$ cat src/rtl/regfile_pkg.sv
// ============================================================================
// Module      : regfile_pkg
// Description : Shared types and default sizes for the multi-port register file
// Revision    : 1.0 - initial release
// ============================================================================
`default_nettype none

package regfile_pkg;

    typedef enum logic [0:0] {
        RF_CLEAR = 1'b0,
        RF_RUN   = 1'b1
    } rf_state_t;

    localparam int RF_XLEN  = 32;
    localparam int RF_NREGS = 32;

endpackage

`default_nettype wire

$ cat src/rtl/regfile_mp_if.sv
// ============================================================================
// Module      : regfile_mp_if
// Description : Read/write port bundle between the core and the register file
// Revision    : 1.0 - initial release
// ============================================================================
`default_nettype none

interface regfile_mp_if
    import regfile_pkg::*;
#(
    parameter int XLEN  = RF_XLEN,
    parameter int NREGS = RF_NREGS,
    parameter int NRD   = 2
) ();
    localparam int AW = $clog2(NREGS);

    logic                 ready;
    logic [NRD*AW-1:0]    rd_addr;
    logic [NRD*XLEN-1:0]  rd_data;
    logic                 we0;
    logic [AW-1:0]        wa0;
    logic [XLEN-1:0]      wd0;
    logic                 we1;
    logic [AW-1:0]        wa1;
    logic [XLEN-1:0]      wd1;

    modport master (
        input  ready, rd_data,
        output rd_addr, we0, wa0, wd0, we1, wa1, wd1
    );

    modport slave (
        output ready, rd_data,
        input  rd_addr, we0, wa0, wd0, we1, wa1, wd1
    );

endinterface

`default_nettype wire

$ cat src/rtl/regfile_clear_seq.sv
// ============================================================================
// Module      : regfile_clear_seq
// Description : Post-reset sweep that zeroes every entry before raising ready
// Revision    : 1.0 - initial release
// ============================================================================
`default_nettype none

module regfile_clear_seq
    import regfile_pkg::*;
#(
    parameter int NREGS = RF_NREGS,
    parameter int AW    = $clog2(NREGS)
) (
    input  wire logic          clk,
    input  wire logic          rst,
    output logic               o_ready,
    output logic               o_clr_we,
    output logic [AW-1:0]      o_clr_addr
);

    localparam logic [AW-1:0] c_LAST = AW'(NREGS - 1);

    rf_state_t     r_state;
    logic [AW-1:0] r_cnt;
    logic          r_ready;

    always_ff @(posedge clk) begin
        if (rst) begin
            r_state <= RF_CLEAR;
            r_cnt   <= '0;
            r_ready <= 1'b0;
        end else if (r_state == RF_CLEAR) begin
            r_cnt <= r_cnt + AW'(1);
            if (r_cnt == c_LAST) begin
                r_state <= RF_RUN;
                r_ready <= 1'b1;
            end
        end
    end

    // No clear write on a reset edge: the sweep restarts from entry 0 next cycle.
    assign o_clr_we   = (r_state == RF_CLEAR) && !rst;
    assign o_clr_addr = r_cnt;
    assign o_ready    = r_ready;

endmodule

`default_nettype wire

$ cat src/rtl/regfile_mp.sv
// ============================================================================
// Module      : regfile_mp
// Description : Dual-write, NRD-read register file with bypass and clear sweep
// Revision    : 1.0 - initial release
// ============================================================================
`default_nettype none

module regfile_mp
    import regfile_pkg::*;
#(
    parameter int XLEN     = RF_XLEN,
    parameter int NREGS    = RF_NREGS,
    parameter int NRD      = 2,
    parameter int ZERO_REG = 1,
    parameter int BYPASS   = 1
) (
    input  wire logic     clk,
    input  wire logic     rst,
    regfile_mp_if.slave   bus
);

    localparam int AW = $clog2(NREGS);

    logic [XLEN-1:0]     r_mem [NREGS];
    logic                w_run;
    logic                w_clr_we;
    logic [AW-1:0]       w_clr_addr;
    logic                w_we0;
    logic                w_we1;
    logic [NRD*XLEN-1:0] w_rd_data;

    regfile_clear_seq #(
        .NREGS (NREGS),
        .AW    (AW)
    ) u_clear_seq (
        .clk        (clk),
        .rst        (rst),
        .o_ready    (w_run),
        .o_clr_we   (w_clr_we),
        .o_clr_addr (w_clr_addr)
    );

    assign w_we0 = bus.we0 && w_run && !((ZERO_REG != 0) && (bus.wa0 == '0));
    assign w_we1 = bus.we1 && w_run && !((ZERO_REG != 0) && (bus.wa1 == '0));

    // Port 1 is assigned last so it wins an address collision.
    always_ff @(posedge clk) begin
        if (w_clr_we) begin
            r_mem[w_clr_addr] <= '0;
        end else begin
            if (w_we0) r_mem[bus.wa0] <= bus.wd0;
            if (w_we1) r_mem[bus.wa1] <= bus.wd1;
        end
    end

    for (genvar gi = 0; gi < NRD; gi++) begin : g_rd
        logic [AW-1:0]   w_ra;
        logic [XLEN-1:0] w_rdv;

        assign w_ra = bus.rd_addr[gi*AW +: AW];

        always_comb begin
            w_rdv = r_mem[w_ra];
            if (BYPASS != 0) begin
                if (w_we1 && (bus.wa1 == w_ra))      w_rdv = bus.wd1;
                else if (w_we0 && (bus.wa0 == w_ra)) w_rdv = bus.wd0;
            end
            if (!w_run || ((ZERO_REG != 0) && (w_ra == '0))) w_rdv = '0;
        end

        assign w_rd_data[gi*XLEN +: XLEN] = w_rdv;
    end

    assign bus.rd_data = w_rd_data;
    assign bus.ready   = w_run;

endmodule

`default_nettype wire

$ cat src/flat_wrapper.sv
// flat-port wrapper written by rule: the top's interface ports become plain ports
module regfile_mp_flat import regfile_pkg::*;
#(
    parameter int XLEN     = RF_XLEN,
    parameter int NREGS    = RF_NREGS,
    parameter int NRD      = 2,
    parameter int ZERO_REG = 1,
    parameter int BYPASS   = 1
)
  (clk, rst, bus_ready, bus_rd_data, bus_rd_addr, bus_we0, bus_wa0, bus_wd0, bus_we1, bus_wa1, bus_wd1);
  regfile_mp_if #(.XLEN(XLEN), .NREGS(NREGS), .NRD(NRD)) bus_i ();
  input  wire logic clk;
  input  wire logic rst;
  output wire logic [$bits(bus_i.ready)-1:0] bus_ready;
  output wire logic [$bits(bus_i.rd_data)-1:0] bus_rd_data;
  input wire logic [$bits(bus_i.rd_addr)-1:0] bus_rd_addr;
  input wire logic [$bits(bus_i.we0)-1:0] bus_we0;
  input wire logic [$bits(bus_i.wa0)-1:0] bus_wa0;
  input wire logic [$bits(bus_i.wd0)-1:0] bus_wd0;
  input wire logic [$bits(bus_i.we1)-1:0] bus_we1;
  input wire logic [$bits(bus_i.wa1)-1:0] bus_wa1;
  input wire logic [$bits(bus_i.wd1)-1:0] bus_wd1;
  assign bus_ready = bus_i.ready;
  assign bus_rd_data = bus_i.rd_data;
  assign bus_i.rd_addr = bus_rd_addr;
  assign bus_i.we0 = bus_we0;
  assign bus_i.wa0 = bus_wa0;
  assign bus_i.wd0 = bus_wd0;
  assign bus_i.we1 = bus_we1;
  assign bus_i.wa1 = bus_wa1;
  assign bus_i.wd1 = bus_wd1;
  regfile_mp #(.XLEN(XLEN), .NREGS(NREGS), .NRD(NRD), .ZERO_REG(ZERO_REG), .BYPASS(BYPASS)) u_core (.clk(clk), .rst(rst), .bus(bus_i));
endmodule
$ cat config.mk
export PLATFORM = sky130hd
export DESIGN_NAME = regfile_mp_flat
export DESIGN_NICKNAME = d
export VERILOG_FILES = /design/src/rtl/regfile_pkg.sv /design/src/rtl/regfile_mp_if.sv /design/src/rtl/regfile_clear_seq.sv /design/src/rtl/regfile_mp.sv /design/src/flat_wrapper.sv
export SDC_FILE = /design/constraint.sdc
export NUM_CORES = 2
export LEC_CHECK = 0
export BUFFER_PORTS_ARGS = -buffer_cell sky130_fd_sc_hd__buf_4
export CAP_MARGIN = 5
export CORE_UTILIZATION = 40
export DETAILED_ROUTE_END_ITERATION = 7
export GPL_ROUTABILITY_DRIVEN = 0
export PLACE_DENSITY = 0.6
export SETUP_SLACK_MARGIN = 0.15
export SYNTH_ARGS = -nofsm -noshare
export SYNTH_HDL_FRONTEND = slang
export SYNTH_HIERARCHICAL = 1
export SYNTH_SLANG_ARGS = --single-unit
$ cat constraint.sdc
create_clock -name clk -period 3.45 [get_ports clk]
set_clock_uncertainty 0.05 [all_clocks]
set_input_delay 0.1725 -clock clk [delete_from_list [all_inputs] [get_ports clk]]
set_output_delay 0.1725 -clock clk [all_outputs]
set_load 0.02 [all_outputs]
# Word-level counts from Yosys, hierarchy flattened
# Memories as Yosys holds them, arrays and structs flattened.
# Cells that the tools add are included.
[totals] reg_bits=7 mem_bits_rw=1024 inputBits=88 out_inout_bits=65 memories=1
[op_classes] addsub=1 eq_ne=5 n_mux=19 n_bitwise=1 n_reduce_logical=21
[memory_table] memory="u_core.r_mem" depth=32 word_bits=32 read_ports=2 rd_ports_with_merged_regs=0 wr=2 line="regfile_mp.sv:24" text="logic [XLEN-1:0] r_mem [NREGS];"
[op_table] cell="32-bit 2-to-1 mux" n=7
[op_table] cell="32-bit OR reduction" n=1
[op_table] cell="5-bit == test" n=4
[op_table] cell="5-bit zero test" n=4
[op_table] cell="1-bit 2-to-1 mux" n=11
[op_table] cell="1-bit logical AND" n=9
[op_table] cell="5-bit by 1-bit adder with 5-bit output (second input constant)" n=1
[op_table] cell="5-bit == test (second input constant)" n=1
[op_table] cell="5-bit 2-to-1 mux" n=1
[op_table] cell="1-bit zero test" n=4
[op_table] cell="1-bit logical OR" n=2
[op_table] cell="2-bit AND reduction" n=1
[op_table] cell="1-bit inverter" n=1

# Logic depth before layout (Yosys ltp)
[depth] word_depth=8 ltp_mapped=10

# By module
# The synthesis kept the hierarchy.
[modules_own_cells] module="regfile_mp" instances=1 cells_each=5425 area_per_inst_um2=59656.0
[modules_own_cells] module="regfile_clear_seq" instances=1 cells_each=30 area_per_inst_um2=307.8

# Worst setup path before layout
# No wires, ideal clock.
[synth_path] path_type="input to register" from="input bus_wa0[2]" to="memory u_core/r_mem[1][0] in the netlist's numbering (enable)" setup_ns=0.428 t_arrival_ns=3.290 t_required_ns=2.972 path_slack_ns=-0.318 stages=8 path_buffers=3 cell_sequence="buf_2 -> or4_4 -> o2111a_2 -> buf_6 -> buf_6 -> mux2i_4 -> nand2_1 -> o21bai_1"
[synth_lines] element="start: declaration" line="flat_wrapper.sv:18" text="input wire logic [$bits(bus_i.wa0)-1:0] bus_wa0;"
[synth_lines] element="end: declaration" line="regfile_mp.sv:24"

# Final worst setup path
[layout_path] from="register u_core.u_clear_seq.r_ready, in the netlist u_core/u_clear_seq/o_ready" to="output bus_rd_data[2]"
[layout_via] elab_chain_len=6 elab_cells_between_ends=11 cone_classes="mux (3); reduce/logical (8)"
[layout_rtl] element="start: declaration" line="regfile_clear_seq.sv:25" text="logic r_ready;"
[layout_rtl] element="start signal: assignment" line="regfile_clear_seq.sv:31" text="r_ready <= 1'b0;"
[layout_rtl] element="start signal: assignment" line="regfile_clear_seq.sv:36" text="r_ready <= 1'b1;"
[layout_rtl] element="1-bit logical AND (2 in series)" line="regfile_mp.sv:43" text="assign w_we0 = bus.we0 && w_run && !((ZERO_REG != 0) && (bus.wa0 == '0));"
[layout_rtl] element="1-bit logical AND" line="regfile_mp.sv:66" text="else if (w_we0 && (bus.wa0 == w_ra)) w_rdv = bus.wd0;"
[layout_rtl] element="32-bit 2-to-1 mux" line="regfile_mp.sv:66"
[layout_rtl] element="32-bit 2-to-1 mux" line="regfile_mp.sv:65" text="if (w_we1 && (bus.wa1 == w_ra)) w_rdv = bus.wd1;"
[layout_rtl] element="32-bit 2-to-1 mux (*)" line="regfile_mp.sv:68" text="if (!w_run || ((ZERO_REG != 0) && (w_ra == '0))) w_rdv = '0;"
[layout_rtl] element="end: declaration" line="flat_wrapper.sv:15" text="output wire logic [$bits(bus_i.rd_data)-1:0] bus_rd_data;"
# Every way passes the cells marked *; elsewhere a longest branch is shown, timed or not.

==> flow_summary_export.csv <==
group,metric,value,unit
run_status,outcome,"finished, violations left",
run_status,violations,"DRC",
worst_setup_path,crit_fanout,32,
power,power_switching,0.007000,W
clock_network,clock_latency,0.76,ns
global_routing,grt-ovfl-total,0,
synth,synthFlopType,"edfxtp_1",
worst_setup_path,worst_path_max_delay_cell,"buf_4",
synth,synthDistinctLibCells,56,
worst_setup_path,crit_start,"u_core/u_clear_seq/o_ready$_SDFFE_PP0P_",
cells_and_area,register_area,30890,sq um
synth,syn_nets,5545,
power,powerDensity,408.7,nW/um^2
floorplan,initial_core_util,0.4046,
timing,hold_viol,0,
synth,synth-seq-area-share,0.5151,
placement,dpl_worst_slack,0.2484,ns
floorplan,die_h,389.2,um
floorplan,die-area,151500,sq um
timing,setup_slack,0.1534,ns
detailed_routing,drt_iter0_drc,7813,
worst_setup_path,cp-start-kind,"flip-flop",
clock_network,cts.root.buffer_cell,"clkbuf_16",
clock_network,htreeDepth,3,
power,clkPwrFrac,0.425,
job,drv_cap,0,
timing,period_minus_slack,3.297,ns
cells_and_area,multi_input_area,26770,sq um
worst_setup_path,crit_chain,"o311a_1 > and4_2 > buf_4 > a221o_1 > buf_4",
synth,ys_ff_latch,1031,
global_routing,grt_pass1_wl,334400,um
global_routing,grt_pass1_vias,45960,
worst_hold_path,min_path_type,"primary input to flip-flop",
floorplan,placement_rows,141,
worst_setup_path,worstSetupPathType,"flip-flop to primary output",
power,combPwrFrac,0.088,
timing,setup_viol,0,
detailed_routing,vias_per_cell,6.540,
placement,dpl.hpwl,146000,um
worst_setup_path,cp.arrival,3.07,ns
clock_network,cts_tree,"built",
global_routing,grt_use_total,0.3085,
timing,fmax,303.3,MHz
power,ir_drop,394.4,uV
power,p_sw_frac,0.2489,
synth,async_flop_share,0,
cells_and_area,fill_cells,13230,
cells_and_area,final_common_cell,"nand2_1",
worst_setup_path,cpMostUsedCell,"buf_4",
clock_network,cts_sinks,1031,
synth,netlist_instances,5455,
floorplan,num_io_pins,153,
cells_and_area,fin_util,0.4643,
worst_setup_path,worstPathRequired,3.23,ns
clock_network,cts_max_path_buffers,3,
detailed_routing,avgRoutedWirePerCell,32.31,um
worst_setup_path,cp-end-kind,"primary output",
synth,syn_avg_cell_area,10.99,sq um
global_routing,grt_max_degree,66,
synth,yosysWarnings,6,
placement,numPortBuffers,152,
cells_and_area,nets,5482,
detailed_routing,dr.pass1.iters,8,
timing,finalSetupTns,0,ns
timing,slew_headroom,0.3659,
worst_setup_path,r2r_start,"u_core/u_clear_seq/r_state$_SDFF_PP0_",
detailed_routing,ant_nets,0,
global_routing,antenna_found_initial,9,
power,seqPwrFrac,0.487,
detailed_routing,drt-total-wl,239500,um
worst_hold_path,min_from,"bus_wd0[2]",
timing,timing.hold.ws,0.1433,ns
clock_network,numCtsBuffers,114,
synth,synth_edf_count,1024,
cells_and_area,drive_gt1_frac,0.1800,
detailed_routing,drc_errors,1,
timing,post-route-period-util,0.9555,
floorplan,fp.coreArea,148200,sq um
clock_network,path_clk_slew,0.06,ns
timing,worst_pin_slew,0.9488,ns
cells_and_area,layout_common_cells,"1045 x nand2_1, 1024 x edfxtp_1, 994 x o21ai_0",
power,p_int,0.02112,W
floorplan,die_x,389.2,um
worst_setup_path,critPathMaxStageDelay,0.62,ns
synth,synth_area,59960,sq um
timing,rsz0062_at_grt,"false",
timing,drv_slew,0,
cells_and_area,area_growth,14.75,%
detailed_routing,dr_total_vias,48490,
power,p_leak,22.29,nW
-- worst max-delay path, delay by kind of cell (launching register included) --
family                 cells  cell delay, ns
buffers and inverters      2            0.81
DFF                        1            0.45
AOI/OAI and AO/OA          2            0.69
and+or+nand+nor            1            0.31
-- cell usage after synthesis (8+ instances only) --
| library cell | n | area (sq um) |
|---|---|---|
| nand2_1 | 1045 | 3923 |
| edfxtp_1 | 1024 | 30750 |
| o21ai_0 | 994 | 4975 |
| clkbuf_1 | 577 | 2166 |
| mux2i_1 | 507 | 5075 |
| a22oi_1 | 377 | 2830 |
| mux4_2 | 264 | 5946 |
| nand3_1 | 128 | 640.6 |
| and3_1 | 68 | 425.4 |
| nand4_1 | 65 | 406.6 |
| a221o_1 | 62 | 620.6 |
| buf_2 | 53 | 265.3 |
| buf_1 | 41 | 153.9 |
| inv_1 | 38 | 142.6 |
| o21bai_1 | 31 | 232.7 |
| buf_4 | 27 | 202.7 |
| nor2_1 | 20 | 75.07 |
| nor3_1 | 19 | 95.09 |
| nor4_1 | 17 | 106.4 |
| xnor2_1 | 14 | 122.6 |
| nor2b_1 | 11 | 68.82 |
| xor2_1 | 9 | 78.83 |
| nand2b_1 | 8 | 50.05 |
-- power by group through the flow --
stage	Clock, W	Combinational (W)	Sequential (W)
after floorplan	0	0.00134	0.0140
after global placement	0	0.00233	0.0140
after detailed placement	0	0.00234	0.0140
after CTS	0.0120	0.00241	0.0137
after global routing	0.0124	0.00253	0.0137
final	0.0119	0.00247	0.0137
-- final timing paths --
| kind | slack (ns) | cells past startpoint | end |
|---|---|---|---|
| worst max register to register | 0.47 | 7 | u_core/r_mem[2][11]$_DFFE_PP_ |
| worst min-delay path | 0.14 | 4 | u_core/r_mem[0][2]$_DFFE_PP_ |
| worst max-delay path | 0.15 | 5 | bus_rd_data[2] |
| worst min register to register | 0.55 | 2 | u_core/u_clear_seq/o_ready$_SDFFE_PP0P_ |
-- cells by family (layout without fill, tap and decap cells) --
| family | count (synthesis) | in the layout | synth area share |
|---|---|---|---|
| other cells | 0 | 2 | 0 |
| flops | 1031 | 1031 | 0.5151 |
| mux | 774 | 774 | 0.1847 |
| xor+xnor | 23 | 23 | 0.003360 |
| fa+ha+maj | 2 | 2 | 0.0004173 |
| simple gates | 1400 | 1400 | 0.09941 |
| buf+inv | 743 | 770 | 0.04977 |
| compound gates | 1482 | 1482 | 0.1473 |
-- layer usage --
metal,vias to the layer above,global-route usage,share of wire
met5,-,0,0.00020
met4,8,0.1596,0.058
met3,689,0.07121,0.12
met2,3507,0.4702,0.44
met1,23840,0.4102,0.38
li1,20440,-,-
-- through the flow --
stage	std cells	total power [W]	cell area (sq um)
floorplan	5455	0.01531	59980
global placement	7133	0.01629	64520
detailed placement	7133	0.01631	64520
CTS	7412	0.02811	68790
global route	7413	0.02868	68800
finish	7414	0.02812	68810
-- timing repair --
action	CTS	global route
gates resized for setup	4	2
hold endpoints to repair	1009	0
setup endpoints to repair	64	3
hold buffers	67	0
pin swaps	1	1
buffers inserted	6	0
-- cell type report --
class,count,share of cell area
clock inverters,69,0.008147
diodes,2,0.00007274
repair buffers,526,0.07359
clock buffers,137,0.04302
flip-flops and latches,1031,0.4489
well taps,1930,0.03510
inverters,38,0.002073
multi-input cells,3681,0.3890
-- sequential cells by signal, summed over array words and instances, names as in the netlist --
name                           count
u_core/r_mem                    1024
u_core/u_clear_seq/o_clr_addr      5
u_core/u_clear_seq/o_ready         1
u_core/u_clear_seq/r_state         1
(Power assumes the default switching activity.)
